--- src/rtl/gpio_input_filter.sv ---
// gpio_input_filter: per-pin pad synchroniser, programmable debounce and rise/fall event pulses
module gpio_input_filter #(
    parameter int WIDTH       = 15,
    parameter int SYNC_STAGES = 2,
    parameter int CNT_WIDTH   = 16
) (
    input  logic                 io_clock,
    input  logic                 io_reset_n,
    input  logic [WIDTH-1:0]     io_pins_raw,
    input  logic [CNT_WIDTH-1:0] io_debounceLimit,
    input  logic [WIDTH-1:0]     io_bypass,
    output logic [WIDTH-1:0]     io_pins_read,
    output logic [WIDTH-1:0]     io_rise,
    output logic [WIDTH-1:0]     io_fall
);
    logic [SYNC_STAGES-1:0][WIDTH-1:0] sync_q;
    logic [WIDTH-1:0]                  sync, stable, stable_nx;
    logic [WIDTH-1:0][CNT_WIDTH-1:0]   cnt, cnt_nx;
    logic [WIDTH-1:0][CNT_WIDTH:0]     cnt_inc;
    logic [CNT_WIDTH:0]                lim;

    assign sync         = sync_q[SYNC_STAGES-1];
    assign io_pins_read = stable;

    // Next stable level and count per pin; the extra count bit keeps cnt+1 from wrapping in the compare
    always_comb begin
        lim = (io_debounceLimit == '0) ? (CNT_WIDTH+1)'(1) : {1'b0, io_debounceLimit};
        for (int i = 0; i < WIDTH; i++) begin
            cnt_inc[i]   = {1'b0, cnt[i]} + (CNT_WIDTH+1)'(1);
            stable_nx[i] = (io_bypass[i] || cnt_inc[i] >= lim) ? sync[i] : stable[i];
            cnt_nx[i]    = (io_bypass[i] || sync[i] == stable[i] || cnt_inc[i] >= lim) ? '0 : cnt_inc[i][CNT_WIDTH-1:0];
        end
    end

    // Plain flop chain bringing each asynchronous pad level into the clock domain
    always_ff @(posedge io_clock or negedge io_reset_n) begin
        if (!io_reset_n)
            sync_q <= '0;
        else
            sync_q <= {sync_q[SYNC_STAGES-2:0], io_pins_raw};
    end

    // Debounce state plus event pulses registered alongside the stable level
    always_ff @(posedge io_clock or negedge io_reset_n) begin
        if (!io_reset_n) begin
            stable  <= '0;
            cnt     <= '0;
            io_rise <= '0;
            io_fall <= '0;
        end else begin
            stable  <= stable_nx;
            cnt     <= cnt_nx;
            io_rise <= stable_nx & ~stable;
            io_fall <= ~stable_nx & stable;
        end
    end
endmodule

--- config.mk ---
export PLATFORM = sky130hd
export DESIGN_NAME = gpio_input_filter
export DESIGN_NICKNAME = d
export VERILOG_FILES = /design/src/rtl/gpio_input_filter.sv
export SDC_FILE = /design/constraint.sdc
export NUM_CORES = 1
export LEC_CHECK = 0
export BUFFER_PORTS_ARGS = -buffer_cell sky130_fd_sc_hd__buf_4
export CAP_MARGIN = 20
export CORE_MARGIN = 2
export CORE_UTILIZATION = 35
export CTS_BUF_LIST = sky130_fd_sc_hd__clkbuf_2
export DETAILED_ROUTE_END_ITERATION = 8
export PLACE_DENSITY = 0.61
export SETUP_SLACK_MARGIN = 0.2
export SYNTH_ARGS = -nofsm -noshare
export SYNTH_HDL_FRONTEND = slang
export SYNTH_SLANG_ARGS = --single-unit
--- constraint.sdc ---
create_clock -name io_clock -period 3.48 [get_ports io_clock]
set_input_delay 0.696 -clock io_clock [delete_from_list [all_inputs] [get_ports io_clock]]
set_output_delay 0.696 -clock io_clock [all_outputs]
set_load 0.05 [all_outputs]
# Word-level counts from Yosys, hierarchy flattened
# Index checks and enable logic that the tools add are counted.
[totals]
input_bits = 48
regBits = 315
output_inout_bits = 45
[classes]
bitwise = 4
reduce_logical = 46
add_sub_neg = 15
muxes = 31
magnitude_cmp = 15
n_eq_ne = 15
[ops]
columns = ["cell", "count"]
rows = [
  ["2-to-1 mux 16 bit", 16],
  ["adder 16 x 1 -> 17 bit, second input constant", 15],
  [">= comparator 17 x 16 -> 1 bit", 15],
  ["logical OR 1 bit", 45],
  ["AND 15 bit", 2],
  ["NOT 15 bit", 2],
  ["logical NOT 16 bit", 1],
  ["== test 1 bit", 15],
  ["2-to-1 mux 1 bit", 15],
]

# Logic depth before layout (Yosys ltp)
[logic_depth]
depth_word = 7
depth_mapped = 17
depth_no_buf = 16

# Worst setup path before layout
# No wires, ideal clock.
[synth_timing]
path_kind = "input -> register"
start = "in io_debounceLimit[4]"
end = "reg stable[12], in the netlist io_pins_read[12]"
arrival_ps = 3664
t_required_ps = 3352
setup_slack_ps = -311
cell_stages = 13
cell_sequence = "buf_2 -> buf_2 -> buf_2 -> nor4_1 -> a41o_1 -> ha_1 -> a21bo_2 -> a21oi_1 -> maj3_1 -> o221a_2 -> o22ai_1 -> a221oi_2 -> mux2_1"
[synth_between]
elab_chain_len = 5
[synth_rtl]
columns = ["element", "line", "source"]
rows = [
  ["start: declaration", "10", "input logic [CNT_WIDTH-1:0] io_debounceLimit,"],
  ["logical NOT 16 bit", "27", "lim = (io_debounceLimit == '0) ? (CNT_WIDTH+1)'(1) : {1'b0, io_debounceLimit};"],
  ["2-to-1 mux 16 bit (*)", "27", ""],
  [">= comparator 17 x 16 -> 1 bit (*)", "30", "stable_nx[i] = (io_bypass[i] || cnt_inc[i] >= lim) ? sync[i] : stable[i];"],
  ["logical OR 1 bit (*)", "30", ""],
  ["2-to-1 mux 1 bit (*)", "30", ""],
  ["named net stable_nx[12]", "17", "logic [WIDTH-1:0] sync, stable, stable_nx;"],
  ["end signal: assignment", "51", "stable <= stable_nx;"],
  ["end: declaration", "17", ""],
]
# Mark *: on every way through the listed nets, which the timed path passes. The rest lies on a longest branch.

# Worst setup path after layout
[layout_timing]
start = "reg cnt[80] (netlist name)"
end = "reg stable[5], in the netlist io_pins_read[5]"
[layout_between]
elab_chain_len = 4
[layout_rtl]
columns = ["element", "line", "source"]
rows = [
  ["start: declaration", "18", "logic [WIDTH-1:0][CNT_WIDTH-1:0] cnt, cnt_nx;"],
  ["start signal: assignment", "52", "cnt <= cnt_nx;"],
  ["adder 16 x 1 -> 17 bit", "29", "cnt_inc[i] = {1'b0, cnt[i]} + (CNT_WIDTH+1)'(1);"],
  [">= comparator 17 x 16 -> 1 bit", "30", ""],
  ["logical OR 1 bit", "30", ""],
  ["2-to-1 mux 1 bit", "30", ""],
  ["named net stable_nx[5]", "17", ""],
]
# The timed path passes the listed nets, and every way through them passes these cells.

==> flow_summary.toml <==
[floorplanning]
coreArea_mm2 = 0.05650
die_w_um = 243.2
die_y_um = 243.2
io-pin-count = 93
row_count = 87
start_util_pct = 35.45
dieArea_mm2 = 0.05914

[drt]
wl_per_cell_um = 17.94
dr.pass1.iters = 7
ant_nets = 0
vias = 16876
via_per_inst = 5.280
dr.first_iter.drc_count = 1075
wirelength_um = 57340
drc = 0

[worst_setup_path]
r2r-end = "io_pins_read[5]"
r2r-start = "cnt[80]"
crit_chain = "ha_4 -> nand3_4 -> or2_4 -> nor3_4 -> xor2_1 -> ha_1 -> a21o_1 -> a211o_1 -> a31oi_2 -> o41ai_2 -> buf_4 -> a211oi_4 -> buf_6 -> mux2_4"
critical_path_arrival_ns = 4.28
cp_slowest_cell = "dfrtp_1"
reg2reg_depth = 14
crit_path_end_kind = "flip-flop"
path_class = "reg2reg"
cp.required_ns = 4.43
r2r_slack_ns = 0.15
critPathMaxFanout = 5
critPathMaxStageDelay_ns = 0.42
critPathLaunchType = "flip-flop"

[cells_and_area]
drive_gt1_share_pct = 27.78
syn2layout_area_growth_pct = 26.33
fin_nets = 2619
final_common_cell = "dfrtp_1"
final_core_util_pct = 44.78
final_cell_mix = "300 x dfrtp_1, 293 x buf_4, 187 x and3_1, 187 x ha_1, 155 x xnor2_1"

[placed_design]
hpwl_um = 39610
dp_slack_ns = -0.1019
routabilityCongestion = 0.8490
io_buffers = 92

[synth]
yosys.cell_types.count = 86
synth_top_flop_cell = "dfrtp_1"
synthCells = 1997
synth_area_mm2 = 0.02003
yosysTopAreaCell = "dfrtp_1"
synth_edf_count = 0
post-synth-top-area-fraction_pct = 39.36
ys_seq_area_share_pct = 39.36
async_flop_share_pct = 100.0
synthesis.nets = 2243
ys_warn_count = 0
synth.area.top_cells = "dfrtp_1 39%, ha_1 12%, xnor2_1 7.3%"
syn_area_per_cell_um2 = 10.03
ys_ff_latch = 315

[cts]
cts_tree = "done"
numCtsBuffers = 90
cts_max_level = 3
ctsLongestPathBuffers = 3
clk_latency_ns = 1.13
clk_pin_slew_ns = 0.10
cts_root_buf = "clkbuf_2"
cts_num_sinks = 315

[min_path]
min_to = "io_pins_read[12]"
hold_class = "in2reg"
holdPathStages = 4
worstHoldStart = "io_bypass[12]"

[timing]
setup_violations = 0
maxSlewViolCount = 0
max_slew.worst_pin.slew_ns = 1.025
holdWs_ns = 0.09570
rsz0062_at_grt = "yes"
clock_skew_ns = 0.08180
max_freq_mhz = 300.1
relSlewSlack_pct = 31.43
final.period_utilization_pct = 95.76
hold_viol_final = 0
min_period_ns = 3.332
fin_ws_ns = 0.1476

[outcome]
status = "complete, no violations"

[pwr]
power.total_uw = 8005
ir_worst_vdd_mv = 0.2261
cellPowerDensity_mw_per_mm2 = 316.4
leakagePower_uw = 0.01258

[global_route]
grt_pass1_vias = 17154
grt_max_degree = 92
grt_use_total_pct = 18.90
grt_pass1_wl_um = 89780
antenna_found_initial = 2
overflow = 0

[job]
cap_violations = 0
==> per-stage QoR <==
step | cells | cell area, um2 | TNS (ns)
global route | 3195 | 25300 | 0
floorplan | 1997 | 20160 | 0
finish | 3196 | 25300 | 0
detailed placement | 2926 | 22620 | -2.987
CTS | 3117 | 23890 | 0
global placement | 2926 | 22620 | -0.8264
==> routing by layer <==
metal,up-vias,global-route usage [%],routed length [um]
li1,8066,-,-
met4,0,8.535,2221
met1,8272,23.60,24720
met3,138,3.748,2519
met5,-,0,0
met2,400,31.48,27870
==> repair_timing <==
item / in CTS / in global routing
hold buffers: 18 / 0
setup buffers: 17 / 73
resized for setup: 37 / 192
endpoints found under the hold margin: 297 / 0
setup endpoints to repair: 140 / 278
cloned: 0 / 3
pin swaps: 11 / 78
==> worst max-delay path by stage <==
stage / slack (ns) / endpoint / from / cells after the start
floorplan: 0.01 / io_pins_read[12] / io_debounceLimit[5] / 13
global placement: -0.07 / cnt[162] / io_debounceLimit[8] / 15
detailed placement: -0.10 / cnt[99] / io_debounceLimit[8] / 14
CTS: 0.17 / io_pins_read[5] / cnt[80] / 14
global route: 0.05 / io_pins_read[5] / cnt[87] / 13
finish: 0.15 / io_pins_read[5] / cnt[80] / 14
==> cells by family after synthesis <==
kind of cell             Yosys count  share of synthesized area (%)
AND/OR/NAND/NOR                  807                          22.19
flip-flops                       315                          39.36
XOR/XNOR                         266                          12.29
AO/OA/AOI/OAI                    257                          9.585
adder cells (fa/ha/maj)          212                          13.07
buffers and inverters            124                          2.612
multiplexers                      16                         0.8935
==> synth_stat cells, types with 14 or more instances <==
| cell type | number |
|---|---|
| a21o_1 | 26 |
| a21oi_1 | 45 |
| a31oi_1 | 19 |
| and3_1 | 200 |
| and4_1 | 29 |
| buf_2 | 24 |
| clkbuf_1 | 23 |
| dfrtp_1 | 315 |
| ha_1 | 198 |
| inv_1 | 66 |
| maj3_1 | 14 |
| nand2_1 | 109 |
| nand3_1 | 120 |
| nand4_1 | 47 |
| nor2_1 | 139 |
| nor2b_1 | 36 |
| nor3_1 | 17 |
| nor3b_1 | 33 |
| o21ai_0 | 25 |
| xnor2_1 | 167 |
| xor2_1 | 89 |
==> critical path: cells and delay by family (launching register included) <==
family	cells	cell delay [ns]
compound gates	5	0.91
xor+xnor	1	0.23
fa+ha+maj	2	0.46
buf+inv	2	0.31
flops	1	0.42
mux	1	0.30
simple gates	3	0.51
==> sequential cells by signal, summed over array words and instances, names as in the netlist <==
signal,count
io_fall,15
cnt,240
io_rise,15
io_pins_read,15
sync,15
sync_q,15
==> cell type report <==
| class | count | area, um2 |
|---|---|---|
| inverters | 69 | 259.0 |
| fillers | 5350 | 31200 |
| well taps | 756 | 945.9 |
| clock inverters | 38 | 232.7 |
| multi-input cells | 1559 | 12600 |
| clock buffers | 118 | 590.6 |
| diodes | 3 | 7.507 |
| repair buffers | 338 | 2760 |
| flip-flops and latches | 315 | 7901 |
==> where the power goes <==
group          leakage [uW]  switching (uW)  internal (uW)  total (uW)
Sequential          0.00424            82.3           3740        3830
Combinational       0.00772             801            505        1310
Clock              0.000617            1720           1160        2870
Total                0.0126            2600           5400        8010
Note: power is estimated with default switching activity, not from simulation.
